`src/rtl/tile_run_ctrl.sv`:
```
// Run controller for one compute tile: register-mapped boot/run/EOC sequencing
// with a watchdog, exit-code capture and a single-cycle completion interrupt.
module tile_run_ctrl #(
  parameter logic [31:0] BOOT_ADDR_RST = 32'h0000_0000,
  parameter int unsigned CNT_W         = 32
) (
  input  logic        clk_i,
  input  logic        rst_ni,
  input  logic        reg_req_i,
  input  logic        reg_we_i,
  input  logic [2:0]  reg_addr_i,
  input  logic [31:0] reg_wdata_i,
  output logic        reg_gnt_o,
  output logic        reg_rvalid_o,
  output logic [31:0] reg_rdata_o,
  output logic        fetch_en_o,
  output logic [31:0] boot_addr_o,
  output logic        busy_o,
  output logic        eoc_o,
  output logic        timeout_o,
  output logic [31:0] exit_code_o,
  output logic        irq_o
);

  localparam int unsigned DW = 32;
  localparam logic [2:0] A_BOOT    = 3'd0;
  localparam logic [2:0] A_CTRL    = 3'd1;
  localparam logic [2:0] A_STATUS  = 3'd2;
  localparam logic [2:0] A_EOC     = 3'd3;
  localparam logic [2:0] A_TIMEOUT = 3'd4;
  localparam logic [2:0] A_CYCLES  = 3'd5;

  typedef enum logic [2:0] {
    ST_IDLE = 3'd0,
    ST_BOOT = 3'd1,
    ST_RUN  = 3'd2,
    ST_DONE = 3'd3,
    ST_TMO  = 3'd4
  } state_e;

  state_e           state_q, state_d;
  logic [DW-1:0]    boot_addr_q, boot_addr_d;
  logic [DW-1:0]    exit_code_q, exit_code_d;
  logic [CNT_W-1:0] timeout_q, timeout_d;
  logic [CNT_W-1:0] cycles_q, cycles_d;
  logic             fetch_en_q, fetch_en_d;
  logic             busy_q, busy_d;
  logic             eoc_q, eoc_d;
  logic             tmo_q, tmo_d;
  logic             irq_q, irq_d;
  logic             rvalid_q, rvalid_d;
  logic [DW-1:0]    rdata_q, rdata_d;

  logic wr_c, rd_c, start_c, abort_c, eoc_wr_c, wd_hit_c;

  // Request decode and watchdog compare
  always_comb begin
    wr_c     = reg_req_i & reg_we_i;
    rd_c     = reg_req_i & ~reg_we_i;
    start_c  = wr_c && (reg_addr_i == A_CTRL) && reg_wdata_i[0];
    abort_c  = wr_c && (reg_addr_i == A_CTRL) && reg_wdata_i[1];
    eoc_wr_c = wr_c && (reg_addr_i == A_EOC) && (state_q == ST_RUN);
    wd_hit_c = (state_q == ST_RUN) && (timeout_q != '0) &&
               (cycles_q == timeout_q - CNT_W'(1));
  end

  // Next state, register file and registered outputs
  always_comb begin
    state_d     = state_q;
    boot_addr_d = boot_addr_q;
    exit_code_d = exit_code_q;
    timeout_d   = timeout_q;
    cycles_d    = cycles_q;
    rvalid_d    = reg_req_i;
    rdata_d     = '0;

    unique case (state_q)
      ST_IDLE: begin
        if (abort_c)      state_d = ST_IDLE;
        else if (start_c) state_d = ST_BOOT;
      end
      ST_BOOT: begin
        state_d = abort_c ? ST_IDLE : ST_RUN;
      end
      ST_RUN: begin
        if (eoc_wr_c)      state_d = ST_DONE;
        else if (wd_hit_c) state_d = ST_TMO;
        else if (abort_c)  state_d = ST_IDLE;
      end
      ST_DONE, ST_TMO: begin
        if (abort_c)      state_d = ST_IDLE;
        else if (start_c) state_d = ST_BOOT;
      end
      default: state_d = ST_IDLE;
    endcase

    if (state_q == ST_RUN && cycles_q != {CNT_W{1'b1}}) cycles_d = cycles_q + CNT_W'(1);

    if (eoc_wr_c) exit_code_d = reg_wdata_i;

    // Entering BOOT starts a fresh run record
    if (state_d == ST_BOOT && state_q != ST_BOOT) begin
      cycles_d    = '0;
      exit_code_d = '0;
    end

    if (wr_c && !busy_q) begin
      if (reg_addr_i == A_BOOT)    boot_addr_d = reg_wdata_i;
      if (reg_addr_i == A_TIMEOUT) timeout_d   = CNT_W'(reg_wdata_i);
    end

    if (rd_c) begin
      unique case (reg_addr_i)
        A_BOOT:    rdata_d = boot_addr_q;
        A_STATUS:  rdata_d = {27'd0, 3'(state_q), tmo_q, eoc_q};
        A_EOC:     rdata_d = exit_code_q;
        A_TIMEOUT: rdata_d = DW'(timeout_q);
        A_CYCLES:  rdata_d = DW'(cycles_q);
        default:   rdata_d = '0;
      endcase
    end

    fetch_en_d = (state_d == ST_RUN);
    busy_d     = (state_d == ST_BOOT) || (state_d == ST_RUN);
    eoc_d      = (state_d == ST_DONE);
    tmo_d      = (state_d == ST_TMO);
    irq_d      = (state_d != state_q) && ((state_d == ST_DONE) || (state_d == ST_TMO));
  end

  always_ff @(posedge clk_i or negedge rst_ni) begin
    if (!rst_ni) begin
      state_q     <= ST_IDLE;
      boot_addr_q <= BOOT_ADDR_RST;
      exit_code_q <= '0;
      timeout_q   <= '0;
      cycles_q    <= '0;
      fetch_en_q  <= 1'b0;
      busy_q      <= 1'b0;
      eoc_q       <= 1'b0;
      tmo_q       <= 1'b0;
      irq_q       <= 1'b0;
      rvalid_q    <= 1'b0;
      rdata_q     <= '0;
    end else begin
      state_q     <= state_d;
      boot_addr_q <= boot_addr_d;
      exit_code_q <= exit_code_d;
      timeout_q   <= timeout_d;
      cycles_q    <= cycles_d;
      fetch_en_q  <= fetch_en_d;
      busy_q      <= busy_d;
      eoc_q       <= eoc_d;
      tmo_q       <= tmo_d;
      irq_q       <= irq_d;
      rvalid_q    <= rvalid_d;
      rdata_q     <= rdata_d;
    end
  end

  assign reg_gnt_o    = reg_req_i;
  assign reg_rvalid_o = rvalid_q;
  assign reg_rdata_o  = rdata_q;
  assign fetch_en_o   = fetch_en_q;
  assign boot_addr_o  = boot_addr_q;
  assign busy_o       = busy_q;
  assign eoc_o        = eoc_q;
  assign timeout_o    = tmo_q;
  assign exit_code_o  = exit_code_q;
  assign irq_o        = irq_q;

endmodule

```
`config.mk`:
```
export PLATFORM = sky130hd
export DESIGN_NAME = tile_run_ctrl
export DESIGN_NICKNAME = d
export VERILOG_FILES = /design/src/rtl/tile_run_ctrl.sv
export SDC_FILE = /design/constraint.sdc
export NUM_CORES = 1
export LEC_CHECK = 0
export CAP_MARGIN = 10
export CORE_MARGIN = 2
export CORE_UTILIZATION = 49
export CTS_CLUSTER_SIZE = 24
export DETAILED_ROUTE_END_ITERATION = 7
export PLACE_DENSITY = 0.77
export SETUP_SLACK_MARGIN = 0.4
export SLEW_MARGIN = 20
export SYNTH_ARGS = -nofsm -noshare
export SYNTH_HDL_FRONTEND = slang
export SYNTH_SLANG_ARGS = --single-unit
```
`constraint.sdc`:
```
create_clock -name clk_i -period 2.98 [get_ports clk_i]
set_input_delay 0.447 -clock clk_i [delete_from_list [all_inputs] [get_ports clk_i]]
set_output_delay 0.447 -clock clk_i [all_outputs]
set_load 0.03 [all_outputs]
```
Yosys cells after proc, flatten, opt, wreduce, memory -nomap -nowiden
Cells that the tools add are included. W data, S select, Z words.

Register bits after elaboration: 169. Input port bits: 39. Logic and storage cells: 69.

Add/subtract/negate cells: 2. Eq/ne operators: 17. Muxes and demuxes: 13. Bitwise gates (word level): 3. Reductions and logical operators: 22.

Operator list (number): $mux W32 (5); $pmux W32 S5 (1); $add A32 B1 Y32 const B (1); $eq A32 B32 Y1 (1); $ne A32 B32 Y1 const B (1); $reduce_bool A32 Y1 (1); $sub A32 B1 Y32 const B (1); $eq A3 B2 Y1 const B (6); $mux W3 (5); $eq A3 B3 Y1 const B (4); $logic_and A1 B1 Y1 (11); $eq A3 B1 Y1 const B (3); $pmux W3 S3 (1); $logic_not A3 Y1 (2); $reduce_and A2 Y1 (2); $reduce_bool A2 Y1 (2); $ne A3 B1 Y1 const B (1); $ne A3 B3 Y1 (1); $reduce_or A3 Y1 (1); $and A1 B1 Y1 (2); $logic_or A1 B1 Y1 (2); $mux W2 (1); $logic_not A1 Y1 (1); $not A1 Y1 (1).

Depth between registers and ports, before layout
Gate-level depths: netlist of run 1.

Depth in word-level cells: 10. Gate-level depth with buffers: 10. Gate-level depth less buffers: 10.

Worst setup path after synthesis of run 1
OpenSTA, ideal clock, no wires.

Path type: reg2reg. Start: register timeout_q[4]. End: register busy_q (netlist: busy_o). Setup time: 0.118 ns. Arrival: 2.785 ns. Setup slack: 0.077 ns. Cell stages (with the launch flop): 11. Buffers on the path: 2. Period minus slack after synthesis: 2.903 ns. Cell sequence: dfrtp_1 buf_6 or4_1 buf_4 nor4b_1 nand3_1 xnor2_1 or3_1 nor4_2 nand4_2 a21o_1.

Cells in the longest elaborated chain, start to end: 8.

RTL lines: start: declaration (line 44) `logic [CNT_W-1:0] timeout_q, timeout_d;`; start signal: assignment (line 148) `timeout_q <= timeout_d;`; $sub A32 B1 Y32 or $reduce_bool A32 Y1 (tied branches) (line 64, 63); $eq A32 B32 Y1 or $logic_and A1 B1 Y1 (tied branches) (line 64, 63); $logic_and A1 B1 Y1 (*) (line 63) `wd_hit_c = (state_q == ST_RUN) && (timeout_q != '0) &&`; $mux W3 (*) (line 87) `else if (wd_hit_c) state_d = ST_TMO;`; $mux W3 (*) (line 86) `if (eoc_wr_c) state_d = ST_DONE;`; $pmux W3 S3 (*) (line 77) `unique case (state_q)`; $eq A3 B1 Y1 or $eq A3 B2 Y1 (tied branches) (line 124) `busy_d = (state_d == ST_BOOT) || (state_d == ST_RUN);`; $logic_or A1 B1 Y1 (*) (line 124); net busy_d (line 47) `logic busy_q, busy_d;`; end signal: assignment (line 151) `busy_q <= busy_d;`; end: declaration (line 47).

The timed path passes the listed nets; every way through them passes the cells marked *. A chain may end at the register's enable or synchronous reset.

Worst setup path in the final report of run 1
Start: register timeout_q[0]. End: register busy_q (netlist: busy_o).

The elaborated chain is that of the path after synthesis.

==> results of run 1 <==
-- synth_stat cells (3+ instances only) --
cell	count
a21oi_1	47
a22oi_1	60
and2_1	5
and3_1	10
and4_1	6
buf_2	5
buf_4	4
clkbuf_1	45
dfrtp_1	169
ha_1	3
inv_1	8
mux2_2	61
mux2i_1	38
nand2_1	37
nand2b_1	7
nand3_1	25
nand3b_1	5
nand4_1	11
nor2_1	79
nor2b_1	8
nor3_1	23
nor3b_1	8
nor4_1	12
nor4_2	5
o21ai_0	16
or3_1	9
or4_1	5
xnor2_1	42
xor2_1	24
-- flip-flops by register name, summed over array words and instances (netlist names) --
name and count:
reg_rdata_o 32, timeout_o 1, cycles_q 32, fetch_en_o 1, state_q 3, timeout_q 32
exit_code_o 32, reg_rvalid_o 1, irq_o 1, busy_o 1, eoc_o 1, boot_addr_o 32
-- power groups by stage --
| stage | clock (uW) | sequential, uW | combinational, uW |
|---|---|---|---|
| after detailed placement | 0 | 4090 | 4560 |
| after floorplan | 0 | 4450 | 2490 |
| after global placement | 0 | 4030 | 4490 |
| final | 2330 | 4080 | 4940 |
| after global routing | 2470 | 4200 | 5280 |
| after CTS | 2360 | 4040 | 4830 |
-- cell families (layout without fill, tap and decap cells) --
family,Yosys count,in the layout,share of synthesized area
compound gates,149,149,0.113
xor+xnor,66,66,0.0668
fa+ha+maj,3,3,0.00434
buf+inv,64,239,0.0319
flops,169,169,0.488
mux,99,99,0.123
simple gates,271,271,0.172
-- per-layer routing --
layer | share of wire | vias up
met3 | 0.058 | 62
li1 | - | 3316
met1 | 0.43 | 3652
met5 | 0 | -
met2 | 0.49 | 260
met4 | 0.025 | 0
-- worst paths after layout --
check | start | endpoint | slack, ns | cells after the start
setup / recovery | timeout_q[0] | busy_o | 0.14 | 9
hold / removal | rst_ni | exit_code_o[7] | 0.45 | 2
setup reg to reg | timeout_q[0] | busy_o | 0.14 | 9
hold reg to reg | boot_addr_o[7] | boot_addr_o[7] | 0.54 | 1
max in group asynchronous | rst_ni | boot_addr_o[15] | 1.75 | 3
min in group clk_i | boot_addr_o[7] | boot_addr_o[7] | 0.54 | 1
-- cell type report --
type / instances / area share
clock buffers: 21 / 0.0412
clock inverters: 8 / 0.0127
inverters: 8 / 0.00263
multi-input cells: 588 / 0.379
flip-flops and latches: 169 / 0.371
well taps: 225 / 0.0246
repair buffers: 202 / 0.169
-- stage by stage --
step                      total power [uW]  utilization  hold WS [ns]  cell area [sq um]
final                                11400        0.661         0.448              11400
after global routing                 11900        0.661         0.462              11400
after CTS                            11200        0.657         0.447              11400
after detailed placement              8650        0.610         0.338              10500
after global placement                8520        0.610         0.338              10500
after floorplan                       6940            -         0.151               8730
-- what timing repair did --
| action | in CTS | in global routing |
|---|---|---|
| setup buffers | 16 | 3 |
| hold endpoints to repair | 26 | 0 |
| hold buffers | 1 | 0 |
| gates resized for setup | 14 | 8 |
| setup endpoints to repair | 6 | 18 |
| pin swaps | 6 | 5 |
==> impl_results.md, run 1 <==
* Yosys cell types at 61
* Setup TNS at 0 ns
* Clock Latency Late Sink at 0.44 ns
* # DRC at 0
* Commonest non-fill, non-tap cell in the layout: dfrtp_1
* Worst Skew at 0.00757 ns
* Clock power frac at 0.206
* Routed WL at 23800 microns
* CP arrival at 3.16 ns
* Met1 usage at 0.344
* VDD IR max at 0.543 mV
* Min cycle time layout at 2.84 ns
* F_max at 352 MHz
* Cell family with most CP delay: simple AND/OR/NAND/NOR gates
* RePlAce Congestion at 0.937
* Die area at 18700 sq um
* Total gr overflow at 0
* Max Root-Sink Buffers at 2
* Post-synth top area share at 0.488
* CTS Sinks at 169
* Crit path top cell by count: or4_4
* Net count after synthesis at 863
* DR vias at 7290
* Via density at 5.97
* H-tree depth at 4
* Root Buffer: clkbuf_16
* Flop pwr share at 0.359
* HPWL after detailed placement at 16300 microns
* Slowest CP cell: or4_4
* Area leader, netlist: dfrtp_1
* First-pass GRT wire length at 38200 microns
* Synthesis warning total at 0
* Sequential area share after synthesis at 0.488
* Crit path buf inv count at 1
* Gate Count Post-Synth at 821
* CTS tree: done
* Die width at 137 microns
* Run status: completed
* Comb pwr share at 0.435
* Switching Share at 0.398
* I/O pin count at 142
* GR Layer Usage met2 at 0.428
* NetSw at 4520 uW
* Final WS setup at 0.141 ns
* Final hold vios at 0
* Pwr Density at 994 nW/um^2
* FP Rows at 48
* Dpl ws at 0.0915 ns
* Iter 0 DRT Violations at 493
* Vias in the first global route at 7458
* Count of state elements after synthesis at 169
* GR peak layer: met2
* Worst hold path class: in2async
* Prevailing post-synth register cell: dfrtp_1
* Number of buffers created by CTS at 17
* Most frequent cells in the layout: 165 x dfrtp_1, 140 x clkdlybuf4s50_1, 78 x nor2_1, 61 x mux2_2, 60 x a22oi_1
* Relative slew slack at 0.597
* # fillers at 1351
* RSZ-0062 raised after global routing: yes
* Syn_area_per_cell at 10.5 sq um
* Met3 usage at 0.0504
* Initial Util at 0.501
* Mapped cell area at 8660 sq um
* Initial DRT Pass Iterations at 5
* Placed insts at 1172
* Max-slew violations at 0
* Register area at 4230 sq um
* Core area at 17300 sq um
* Layout cell share with drive strength beyond 1 at 0.201
* Ranking of synthesized cells by area: dfrtp_1 49%, mux2_2 7.9%, a22oi_1 5.2%, mux2i_1 4.4%, xnor2_1 4.2%
* CP Capture Type: flip-flop
* Non-Filler Instances at 1221
* Die Y at 137 microns
* Final ANT Viol Nets at 0
* Crit path launch type: flip-flop
* Critical path class: reg2reg
* Max-cap violations at 0
* Worst-path clk slew at 0.06 ns
* Initial antenna violation count at 0
* Pin count of the biggest net entering global routing at 74
* Post-synth EDFFs at 0
* Buffers added on ports at 141
* Worst path required time at 3.31 ns
* Leak at 0.00458 uW
* Max incr delay on CP at 0.52 ns
* Internal at 6830 uW
* Crit path max fanout at 3
* Fraction of registers with async set/reset at 1.00
* Period utilization at 0.953
* Critical-path cell list: buf_6, or4_4, nor3_4, o21ai_1, or3_1, or4_4, a211oi_2, nand4_2, a21o_1
* Area growth syn-to-layout at 32.0%
* Gr usage total at 0.263
* Multi-input logic area at 4330 sq um
* Final setup viols at 0
* Worst-Margin Slew at 0.600 ns
* ANT cells at 0
* Wire length per cell at 19.5 microns
* Layout Nets at 1028
Power figures use the tool's default switching activity.
==> run 2: changes to the inputs <==
--- a/config.mk
+++ b/config.mk
@@ -6,11 +6,13 @@
 export NUM_CORES = 1
 export LEC_CHECK = 0
 export CAP_MARGIN = 10
+export CELL_PAD_IN_SITES_DETAIL_PLACEMENT = 0
+export CELL_PAD_IN_SITES_GLOBAL_PLACEMENT = 1
 export CORE_MARGIN = 2
-export CORE_UTILIZATION = 49
+export CORE_UTILIZATION = 38
 export CTS_CLUSTER_SIZE = 24
 export DETAILED_ROUTE_END_ITERATION = 7
-export PLACE_DENSITY = 0.77
+export PLACE_DENSITY_LB_ADDON = 0.1
 export SETUP_SLACK_MARGIN = 0.4
 export SLEW_MARGIN = 20
 export SYNTH_ARGS = -nofsm -noshare
==> impl_results.md, run 2 (synthesized netlist as in run 1, its figures left out) <==
* Max-slew violations at 0 (unchanged)
* FP Rows at 55 (+15%)
* Worst Skew at 0.0188 ns (+0.0112 ns)
* # DRC at 0 (unchanged)
* First-pass GRT wire length at 42500 microns (+11%)
* H-tree depth at 4 (unchanged)
* Tot Pwr at 11300 uW (-0.33%)
* RSZ-0062 raised after global routing: yes
* Final WS setup at 0.157 ns (+0.0167 ns)
* Register area at 4230 sq um (about the same)
* Iter 0 DRT Violations at 398 (-19%)
* Most frequent cells in the layout: 166 x dfrtp_1, 140 x clkdlybuf4s50_1, 78 x nor2_1, 64 x buf_4, 61 x mux2_2
* Vias in the first global route at 7537 (+1.1%)
* Via density at 5.52 (-7.5%)
* Max-cap violations at 0 (unchanged)
* Initial antenna violation count at 0 (unchanged)
* Pwr Density at 981 nW/um^2 (-1.2%)
* Commonest non-fill, non-tap cell in the layout: dfrtp_1
* ANT cells at 0 (unchanged)
* Routed WL at 26600 microns (+12%)
* Multi-input logic area at 4300 sq um (-0.69%)
* Critical path class: reg2reg
* DR vias at 7143 (-2.0%)
* Root Buffer: clkbuf_16
* CTS tree: done
* F_max at 354 MHz (+0.59%)
* Leak at 0.00461 uW (+0.52%)
* Crit path max fanout at 7 (+4)
* Worst-path clk slew at 0.08 ns (+0.02 ns)
* Final setup viols at 0 (unchanged)
* Worst path required time at 3.31 ns (about the same)
* Gr usage total at 0.227 (-0.0365)
* Die area at 24000 sq um (+28%)
* Run status: completed
* Layout cell share with drive strength beyond 1 at 0.209 (+0.00831)
* Die width at 155 microns (+13%)
* I/O pin count at 142 (unchanged)
* RePlAce Congestion at 0.858 (-8.5%)
* # fillers at 2021 (+50%)
* CP Capture Type: flip-flop
* VDD IR max at 0.405 mV (-25%)
* Total gr overflow at 0 (unchanged)
* HPWL after detailed placement at 19000 microns (+17%)
* Initial Util at 0.385 (-0.116)
* Non-Filler Instances at 1294 (+6.0%)
* Crit path launch type: flip-flop
* Fin area at 11500 sq um (+0.91%)
* Max Root-Sink Buffers at 2 (unchanged)
* Period utilization at 0.947 (-0.00561)
* Initial DRT Pass Iterations at 5 (unchanged)
* CP arrival at 3.15 ns (about the same)
* Pin count of the biggest net entering global routing at 69 (-6.8%)
* Buffers added on ports at 141 (unchanged)
* Core area at 22500 sq um (+30%)
* Worst-Margin Slew at 0.605 ns (+0.00447 ns)
* Final ANT Viol Nets at 0 (unchanged)
* Area growth syn-to-layout at 33.2%
* Number of buffers created by CTS at 17 (unchanged)
* Placed insts at 1255 (+7.1%)
* Clock Latency Late Sink at 0.45 ns (about the same)
* Dpl ws at 0.00831 ns (-0.0831 ns)
* Layout Nets at 1038 (+0.97%)
* CTS Sinks at 169 (unchanged)
* Wire length per cell at 20.5 microns (+5.2%)
* Cell Area, Placed at 10800 sq um (+2.5%)
* Final hold vios at 0 (unchanged)
* Setup TNS at 0 ns (unchanged)
* Worst hold path class: in2async
* Min cycle time layout at 2.82 ns (-0.0167 ns)
* Relative slew slack at 0.594 (-0.00301)
* Die Y at 155 microns (+13%)
==> run 2: path summary, 6_finish.rpt <==
check | slack [ns] | cells after the start | start | to
setup / recovery | 0.16 | 8 | timeout_q[3] | busy_o
max in group asynchronous | 1.71 | 3 | rst_ni | cycles_q[4]
hold / removal | 0.49 | 2 | rst_ni | boot_addr_o[0]
hold reg to reg | 0.54 | 1 | boot_addr_o[21] | boot_addr_o[21]
setup reg to reg | 0.16 | 8 | timeout_q[3] | busy_o
min in group clk_i | 0.54 | 1 | boot_addr_o[21] | boot_addr_o[21]
==> run 2: repair_timing <==
action / in CTS / in global routing
hold buffers: 1 / 0
setup buffers: 5 / 1
endpoints found under the setup margin: 6 / 12
resized for setup: 8 / 8
endpoints found under the hold margin: 41 / 0
pin swaps: 7 / 0
==> run 2: through the flow <==
stage,utilization,hold slack (ns)
6_report,0.512,0.493
5_1_grt,0.512,0.519
4_1_cts,0.510,0.499
3_5_place_dp,0.480,0.403
3_3_place_gp,0.480,0.388
2_1_floorplan,-,0.151
==> run 2: area by class of cell <==
type / count / share of cell area
timing repair buffer: 212 / 0.175
multi-input combinational: 588 / 0.373
sequential: 169 / 0.367
inverter: 8 / 0.00260
clock inverter: 15 / 0.0144
clock buffer: 17 / 0.0369
tap: 285 / 0.0309
==> run 2: worst max-delay path: stages (launching register included) <==
cell and delay [ns]:
dfrtp_2 0.47, or4_4 0.55, nor3_2 0.15, o21ai_1 0.09
or3_1 0.35, or4_4 0.53, a211oi_2 0.19, nand4_2 0.19
a21o_1 0.20
==> run 2: routing by layer <==
layer | vias up | wire length (microns) | track usage
met3 | 20 | 926 | 0.0340
li1 | 3323 | - | -
met1 | 3639 | 12400 | 0.308
met4 | 0 | 255 | 0.0520
met5 | - | 0 | 0
met2 | 161 | 13000 | 0.384
==> run 2: power by group <==
group | internal, uW | switching [uW]
logic | 2310 | 2690
registers | 3060 | 956
clock network | 1200 | 1090
==> run 3: changes to the inputs <==
--- a/config.mk
+++ b/config.mk
@@ -14,7 +14,7 @@
 export DETAILED_ROUTE_END_ITERATION = 7
 export PLACE_DENSITY_LB_ADDON = 0.1
 export SETUP_SLACK_MARGIN = 0.4
-export SLEW_MARGIN = 20
+export SKIP_CTS_REPAIR_TIMING = 1
 export SYNTH_ARGS = -nofsm -noshare
 export SYNTH_HDL_FRONTEND = slang
 export SYNTH_SLANG_ARGS = --single-unit
==> impl_results.md, run 3 (synthesized netlist as in run 1, its figures left out) <==
* Run status: completed
* DR vias at 7229 (+1.2%)
* H-tree depth at 4 (unchanged)
* Routed WL at 26800 microns (+0.66%)
* VDD IR max at 0.405 mV (about the same)
* Crit path max fanout at 4 (-3)
* Iter 0 DRT Violations at 383 (-3.8%)
* Gr usage total at 0.226 (-0.000481)
* I/O pin count at 142 (unchanged)
* Core area at 22500 sq um (unchanged)
* Setup TNS at 0 ns (unchanged)
* Final hold vios at 0 (unchanged)
* Layout cell share with drive strength beyond 1 at 0.236 (+0.0269)
* Max Root-Sink Buffers at 2 (unchanged)
* Final setup viols at 0 (unchanged)
* Final ANT Viol Nets at 0 (unchanged)
* CTS tree: done
* Critical path launch point: timeout_q[0]
* Pwr Density at 982 nW/um^2 (about the same)
* Period utilization at 0.966 (+0.0192)
* Wire length per cell at 20.5 microns (-0.26%)
* CP arrival at 3.21 ns (+0.06 ns)
* Area growth syn-to-layout at 35.5%
* Max-slew violations at 0 (unchanged)
* Pin count of the biggest net entering global routing at 69 (unchanged)
* Worst-Margin Slew at 0.606 ns (+0.00131 ns)
* # fillers at 2018 (-0.15%)
* Cell Area, Placed at 10800 sq um (unchanged)
* Worst hold path class: in2async
* Min cycle time layout at 2.88 ns (+0.0572 ns)
* Final WS setup at 0.100 ns (-0.0572 ns)
* ANT cells at 0 (unchanged)
* Root Buffer: clkbuf_16
* Initial Util at 0.385 (unchanged)
* # DRC at 0 (unchanged)
* Total gr overflow at 0 (unchanged)
* Dpl ws at 0.00831 ns (unchanged)
* Via density at 5.54 (+0.27%)
* Fin util at 0.522 (+0.00923)
* Worst path required time at 3.31 ns (about the same)
* Final hold slack at 0.489 ns (-0.00382 ns)
* FP Rows at 55 (unchanged)
* Clock Latency Late Sink at 0.45 ns (about the same)
* Relative slew slack at 0.593 (-0.000881)
* RePlAce Congestion at 0.858 (unchanged)
* Initial DRT Pass Iterations at 5 (unchanged)
* RSZ-0062 raised after global routing: yes
* Die width at 155 microns (unchanged)
* Max-cap violations at 0 (unchanged)
* First-pass GRT wire length at 42400 microns (-0.28%)
* F_max at 347 MHz (-2.0%)
* Crit path launch type: flip-flop
* Reg-to-reg startpoint: timeout_q[0]
* Critical path class: reg2reg
* Initial antenna violation count at 0 (unchanged)
* Buffers added on ports at 141 (unchanged)
* Vias in the first global route at 7518 (-0.25%)
* Die Y at 155 microns (unchanged)
* Worst-path clk slew at 0.08 ns (about the same)
* HPWL after detailed placement at 19000 microns (unchanged)
* Die area at 24000 sq um (unchanged)
* CP Capture Type: flip-flop
* Layout Nets at 1050 (+1.2%)
* Commonest non-fill, non-tap cell in the layout: dfrtp_1
* Worst Skew at 0.0195 ns (+0.000685 ns)
* CTS Sinks at 169 (unchanged)
* Fin area at 11700 sq um (+1.8%)
* Leak at 0.00470 uW (+2.0%)
* Most frequent cells in the layout: 167 x dfrtp_1, 140 x clkdlybuf4s50_1, 77 x nor2_1, 73 x buf_4, 61 x mux2_2
* Number of buffers created by CTS at 17 (unchanged)
## run 3: cell count changes in the layout (fill, tap and decap cells not counted), sizes merged
cell | previous run | this run
buf | 71 | 83
## run 3: report_power, final
part	leakage (uW)	switching, uW	internal, uW
registers	0.00214	963	3060
clock network	0.000295	1090	1200
logic	0.00226	2790	2430
total	0.00470	4840	6690
## run 3: path summary, 6_finish.rpt
| kind | endpoint | depth (start not counted) | slack, ns |
|---|---|---|---|
| worst min-delay path | boot_addr_o[0] | 2 | 0.49 |
| worst min register to register | boot_addr_o[21] | 1 | 0.54 |
| max in group asynchronous | cycles_q[4] | 3 | 1.70 |
| worst max-delay path | busy_o | 9 | 0.10 |
| worst max register to register | busy_o | 9 | 0.10 |
| min in group clk_i | boot_addr_o[21] | 1 | 0.54 |
## run 3: routing by layer
metal	GRT usage	wire length [microns]	share of wire	vias to the layer above
li1	-	-	-	3350
met1	0.308	12500	0.47	3705
met2	0.382	13100	0.49	152
met3	0.0340	875	0.033	22
met4	0.0520	265	0.0099	0
met5	0	0	0	-
## run 3: critical path, stage by stage (launching register included)
cell and delay [ns]:
dfrtp_2 0.45, buf_6 0.13, or4_4 0.50, nor3_4 0.14
o21ai_1 0.09, or3_1 0.35, or4_4 0.53, a211oi_2 0.19
nand4_2 0.18, a21o_1 0.22
## run 3: area by class of cell
| type | instances | area (sq um) | area share |
|---|---|---|---|
| well taps | 285 | 357 | 0.0304 |
| clock inverters | 15 | 166 | 0.0142 |
| clock buffers | 17 | 425 | 0.0362 |
| multi-input cells | 588 | 4420 | 0.376 |
| flip-flops and latches | 169 | 4230 | 0.361 |
| repair buffers | 224 | 2110 | 0.180 |
| inverters | 8 | 32.5 | 0.00277 |
## run 3: through the flow
| step | power (uW) | std cells |
|---|---|---|
| 2_1_floorplan | 6940 | 821 |
| 3_3_place_gp | 8850 | 1255 |
| 3_5_place_dp | 8940 | 1255 |
| 4_1_cts | 11300 | 1287 |
| 5_1_grt | 12200 | 1306 |
| 6_report | 11500 | 1306 |
